[src/rtl/gpio_filter_pkg.sv]
// Shared constants and types for the GPIO input conditioning stage
// (synchroniser, debounce filter, sticky edge flags).
package gpio_filter_pkg;

  localparam int IoRegWidth    = 24;
  localparam int FiltCntWidth  = 4;
  localparam int PrescaleWidth = 16;

  typedef logic [FiltCntWidth-1:0] filt_cnt_t;

  function automatic int word_base(input logic [2:0] sel);
    return int'(sel) * IoRegWidth;
  endfunction

endpackage

[src/rtl/gpio_filter_bit.sv]
// One GPIO pin: two-flop synchroniser, tick-driven debounce counter and the
// filtered level, plus combinational pulses marking the edge about to be taken.
module gpio_filter_bit
  import gpio_filter_pkg::*;
#(
  parameter int CntWidth = FiltCntWidth
) (
  input  logic                clk,
  input  logic                rst,
  input  logic                pad,
  input  logic                tick,
  input  logic [CntWidth-1:0] filt_len,
  output logic                level,
  output logic                rise,
  output logic                fall
);

  logic                meta;
  logic                sync;
  logic [CntWidth-1:0] cnt;
  logic [CntWidth-1:0] cnt_next;
  logic [CntWidth:0]   cnt_inc;
  logic                level_next;

  always_ff @(posedge clk or posedge rst) begin
    if (rst) begin
      meta <= 1'b0;
      sync <= 1'b0;
    end else begin
      meta <= pad;
      sync <= meta;
    end
  end

  // Extra bit keeps the >= compare safe when filt_len drops below the count.
  assign cnt_inc = {1'b0, cnt} + {{CntWidth{1'b0}}, 1'b1};

  always_comb begin
    cnt_next   = cnt;
    level_next = level;
    if (filt_len == '0) begin
      cnt_next   = '0;
      level_next = sync;
    end else if (sync == level) begin
      cnt_next = '0;
    end else if (tick) begin
      if (cnt_inc >= {1'b0, filt_len}) begin
        cnt_next   = '0;
        level_next = ~level;
      end else begin
        cnt_next = cnt_inc[CntWidth-1:0];
      end
    end
  end

  always_ff @(posedge clk or posedge rst) begin
    if (rst) begin
      cnt   <= '0;
      level <= 1'b0;
    end else begin
      cnt   <= cnt_next;
      level <= level_next;
    end
  end

  assign rise = level_next & ~level;
  assign fall = ~level_next & level;

endmodule

[src/rtl/gpio_in_filter.sv]
// GPIO pad input conditioning: per-pin debounce, shared tick prescaler,
// sticky rise/fall flags with banked write-1-to-clear, and a registered irq.
module gpio_in_filter #(
  parameter int IOWidth       = 72,
  parameter int IoRegWidth    = 24,
  parameter int FiltCntWidth  = 4,
  parameter int PrescaleWidth = 16
) (
  input  logic                     reg_clk,
  input  logic                     reset_in,
  input  logic [IOWidth-1:0]       data_from_gpio,
  input  logic [PrescaleWidth-1:0] prescale,
  input  logic [FiltCntWidth-1:0]  filt_len,
  input  logic [IOWidth-1:0]       rise_en,
  input  logic [IOWidth-1:0]       fall_en,
  input  logic                     clr_strobe,
  input  logic [2:0]               clr_sel,
  input  logic [IoRegWidth-1:0]    clr_rise,
  input  logic [IoRegWidth-1:0]    clr_fall,
  output logic [IOWidth-1:0]       filt_data,
  output logic [IOWidth-1:0]       rise_flag,
  output logic [IOWidth-1:0]       fall_flag,
  output logic                     irq
);

  localparam int NumWords = IOWidth / IoRegWidth;

  logic [PrescaleWidth-1:0] pc;
  logic                     tick;
  logic [IOWidth-1:0]       rise_set;
  logic [IOWidth-1:0]       fall_set;
  logic [IOWidth-1:0]       clr_rise_mask;
  logic [IOWidth-1:0]       clr_fall_mask;

  // >= rather than == so lowering prescale mid-count still ticks promptly.
  assign tick = (pc >= prescale);

  always_ff @(posedge reg_clk or posedge reset_in) begin
    if (reset_in) begin
      pc <= '0;
    end else if (tick) begin
      pc <= '0;
    end else begin
      pc <= pc + 1'b1;
    end
  end

  for (genvar i = 0; i < IOWidth; i++) begin : g_pin
    gpio_filter_bit #(
      .CntWidth(FiltCntWidth)
    ) u_bit (
      .clk     (reg_clk),
      .rst     (reset_in),
      .pad     (data_from_gpio[i]),
      .tick    (tick),
      .filt_len(filt_len),
      .level   (filt_data[i]),
      .rise    (rise_set[i]),
      .fall    (fall_set[i])
    );
  end

  always_comb begin
    clr_rise_mask = '0;
    clr_fall_mask = '0;
    if (clr_strobe) begin
      for (int w = 0; w < NumWords; w++) begin
        if (clr_sel == 3'(w)) begin
          clr_rise_mask[w*IoRegWidth +: IoRegWidth] = clr_rise;
          clr_fall_mask[w*IoRegWidth +: IoRegWidth] = clr_fall;
        end
      end
    end
  end

  // Set is OR'd in after the clear so a simultaneous new edge is never lost.
  always_ff @(posedge reg_clk or posedge reset_in) begin
    if (reset_in) begin
      rise_flag <= '0;
      fall_flag <= '0;
      irq       <= 1'b0;
    end else begin
      rise_flag <= (rise_flag & ~clr_rise_mask) | rise_set;
      fall_flag <= (fall_flag & ~clr_fall_mask) | fall_set;
      irq       <= |((rise_flag & rise_en) | (fall_flag & fall_en));
    end
  end

endmodule
[config.mk]
export PLATFORM = sky130hd
export DESIGN_NAME = gpio_in_filter
export DESIGN_NICKNAME = d
export VERILOG_FILES = /design/src/rtl/gpio_filter_pkg.sv /design/src/rtl/gpio_filter_bit.sv /design/src/rtl/gpio_in_filter.sv
export SDC_FILE = /design/constraint.sdc
export NUM_CORES = 2
export LEC_CHECK = 0
export BUFFER_PORTS_ARGS = -buffer_cell sky130_fd_sc_hd__buf_2
export CORE_UTILIZATION = 50
export DETAILED_ROUTE_END_ITERATION = 7
export GPL_ROUTABILITY_DRIVEN = 0
export PLACE_DENSITY_LB_ADDON = 0.08
export SYNTH_ARGS = -nofsm -noshare
export SYNTH_HDL_FRONTEND = slang
export SYNTH_SLANG_ARGS = --single-unit
[constraint.sdc]
create_clock -name reg_clk -period 25.8 [get_ports reg_clk]
set_clock_uncertainty 0.05 [all_clocks]
set_input_delay 1.29 -clock reg_clk [delete_from_list [all_inputs] [get_ports reg_clk]]
set_output_delay 1.29 -clock reg_clk [all_outputs]
set_load 0.005 [all_outputs]
==> metrics.md <==
| Metric | Value |
|---|---|
| Vias per std cell | 6.07 |
| Outcome | finished clean |
| Required time worst endpoint | around 26 ns |
| WP data arrival | between 6 and 7 ns |
| Setup TNS | 0 ns |
| Multi-input logic area | 19500 um^2 |
| Sequential area share after synthesis | 0.446 |
| Iter 0 DRT Violations | 2943 |
| Tightest Hold Check Type | reg2reg |
| Syn_area_per_cell | about 10 um^2 |
| Cts bufs inserted | 76 |
| Largest net degree at the start of global routing | 145 |
| Yosys top cell area share | 0.446 |
| Initial antenna violation count | 27 |
| Crit end category | flip-flop |
| TritonRoute pass-1 iters | 5 |
| Number of cells produced by synthesis | 3715 |
| Die Ht | between 200 and 300 um |
| Critical R2R Launch | pc[2] |
| Fin area | between 40000 and 50000 um^2 |
| Tot GR Track Use | 0.335 |
| Setup Buffers After CTS | 0 |
| Mapped Area | 37300 um^2 |
| Worst VDD drop | about 54 uV |
| Final-stage net count | slightly below 5k |
| Layout cells sized above 1 | 0.199 |
| CTS H-tree depth | 3 |
| CP Class | in2reg |
| Post-synthesis async set-or-reset flop share | 1.00 |
| Post-synthesis register bit count | 665 |
| Worst r2r dst | g_pin[19].u_bit.cnt[2] |
| Clock-pin slew on the worst setup and hold paths | approximately 0.060 ns |
| DR WL/cell | approximately 25 um |
| # hold bufs at CTS | 0 |
| R2r worst-path depth | 11 |
| Clock sink count | approximately 670 |
| Main flop type after synthesis | dfrtp_1 |
| Crit path time final | 5.68 ns |
| FMAX | approximately 180 MHz |
| Final period utilization | 0.220 |
| Final Hold Vio Count | 0 |
| CP startpoint kind | input port |
| CP Max Fanout | roughly 100 |
| Max_slew headroom | 0.200 |
| Number of global-route vias before repair | 28.8k |
| Post-synth EDFFs | 0 |
| DR vias | 31.4k |
| Placed cell areas | between 40000 and 50000 um^2 |
| Net Count, Synth | between 4k and 5k |
| Static leakage | 20.0 nW |
| Placed Instances | around 5.0k |
| Yosys cell types | 45 |
| Drt total wl | roughly 130000 um |
| Unrepaired setup endpoints after global routing | no |
| Clk buf depth | 3 |
| Setup violators final | 0 |
| Hold Crit Start | g_pin[23].u_bit.meta |
| MaxCap Viol Count | 0 |
| Hold Path Depth | 0 |
| Global route overflow | 0 |
| Top post-synthesis cells by area | dfrtp_1, ha_1, o21ai_0, a21oi_1, nand2b_1 |
| Fill count | about 6.4k |
| Die Footprint | ~76000 um^2 |
| Slew Viols, Final | 0 |
| Cell Count, Final, Fillers Out | between 5k and 6k |
| Register area | roughly 17000 um^2 |
| Row cnt | 99 |
| Post-route ant nets | 0 |
| IO Count | 507 |
| Reg2Reg Setup Slack | ~20 ns |
| Die width | 275 um |
| Ys Warns | 0 |
| Area delta synth->final | 15.0% |
| First-pass GRT wire length | roughly 190000 um |
| Leading area contributor after synthesis | dfrtp_1 |
| Initial core utilization | 0.508 |
| PostCTS Resize Cnt | 0 |
| Area of the core | 73500 um^2 |
| Hold EP | g_pin[23].u_bit.sync |
| CTS tree | built |
| DR DRC count | 0 |
| Detail Placement HPWL | between 90000 and 100000 um |
| Root buf cell | clkbuf_16 |
| # port buffers | 506 |
| Insertion delay to the later sink of the worst-skew pair | ~0.63 ns |
| Measured slew at the worst slew-check pin | 1.20 ns |
| Pwr dens | 82.9 nW/um^2 |
-- critical path, stage by stage --
cell,delay [ns]
buf_2,0.07
inv_1,0.03
ha_1,0.30
a211oi_1,0.23
o21ai_1,0.12
a211oi_2,0.36
o31a_2,0.17
buf_4,0.52
buf_4,0.75
buf_4,0.84
buf_4,0.86
o21ai_0,0.27
a21oi_2,0.16
-- synth_stat cells, types with 59 or more instances --
cell	number
xnor2_1	75
mux2_2	69
xor2_1	83
a21oi_1	435
ha_1	377
or3_1	73
buf_4	76
a31oi_1	72
clkbuf_1	59
nand3_1	172
dfrtp_1	665
o21ai_0	461
nor2_1	94
a21o_1	72
nand2b_1	216
nand2_1	321
-- where the power goes --
part           internal (W)  switching (W)
Clock              0.000725       0.000458
Sequential          0.00122       0.000303
Combinational      0.000345       0.000511
-- sequential cells by signal, indices dropped and copies added (netlist names) --
signal             count
fall_flag             72
g_pin.u_bit.cnt      288
g_pin.u_bit.level     72
g_pin.u_bit.meta      72
g_pin.u_bit.sync      72
irq                    1
pc                    16
rise_flag             72
-- metrics by stage --
step	total power, W	hold slack (ns)	utilization	setup slack (ns)
after global routing	0.00371	0.299	0.584	19.73
after floorplan	0.00189	0.281	-	5.82
after CTS	0.00356	0.298	0.584	20.22
after detailed placement	0.00237	0.285	0.547	19.57
after global placement	0.00236	0.282	0.547	19.67
final	0.00356	0.292	0.584	20.12
-- metal layers --
layer	vias up	part of all wire	GRT usage
met5	-	0.00021	0
met4	4	0.030	0.0981
met3	185	0.079	0.0619
met2	1230	0.45	0.519
met1	15500	0.45	0.478
li1	14500	-	-
-- cell families after synthesis --
| kind of cell | Yosys count | synth area share |
|---|---|---|
| AOI/OAI and AO/OA | 1212 | 0.185 |
| and+or+nand+nor | 1031 | 0.151 |
| DFF | 665 | 0.446 |
| adders and majority gates | 377 | 0.126 |
| buffers and inverters | 200 | 0.0328 |
| xor gates and xnor gates | 158 | 0.0371 |
| muxes | 72 | 0.0217 |
-- worst max path at each step --
stage,start,endpoint
after floorplan,reset_in,fall_flag[0]
after global placement,prescale[2],g_pin[19].u_bit.cnt[2]
after detailed placement,prescale[2],g_pin[68].u_bit.cnt[2]
after CTS,prescale[2],g_pin[19].u_bit.cnt[2]
after global routing,prescale[2],g_pin[47].u_bit.cnt[2]
final,prescale[2],g_pin[19].u_bit.cnt[2]
-- cell usage in the layout (no fill, tap or decap), types with 17 or more instances in the layout --
master	instances
dfrtp_1	665
buf_2	505
o21ai_0	461
a21oi_1	435
ha_1	377
nand2_1	319
nand2b_1	216
nand3_1	172
nor2_1	94
xor2_1	83
clkbuf_16	81
xnor2_1	75
a31oi_1	72
a21o_1	72
or3_1	72
mux2_2	69
or4b_1	50
a31o_2	46
a22oi_1	36
a211oi_1	28
nand3b_1	26
buf_4	25
or4b_4	22
a21oi_2	22
a22o_1	18
a221oi_1	18
nand4_1	17
or3b_1	17
-- final cells by class --
type / instances / share of cell area
Inverter: 20 / 0.00210
Sequential cell: 665 / 0.388
Clock buffer: 104 / 0.0520
Antenna cell: 8 / 0.000466
Tap cell: 959 / 0.0280
Timing Repair Buffer: 533 / 0.0647
Clock inverter: 31 / 0.0111
Multi-Input combinational cell: 2850 / 0.454
(Power assumes the default switching activity.)
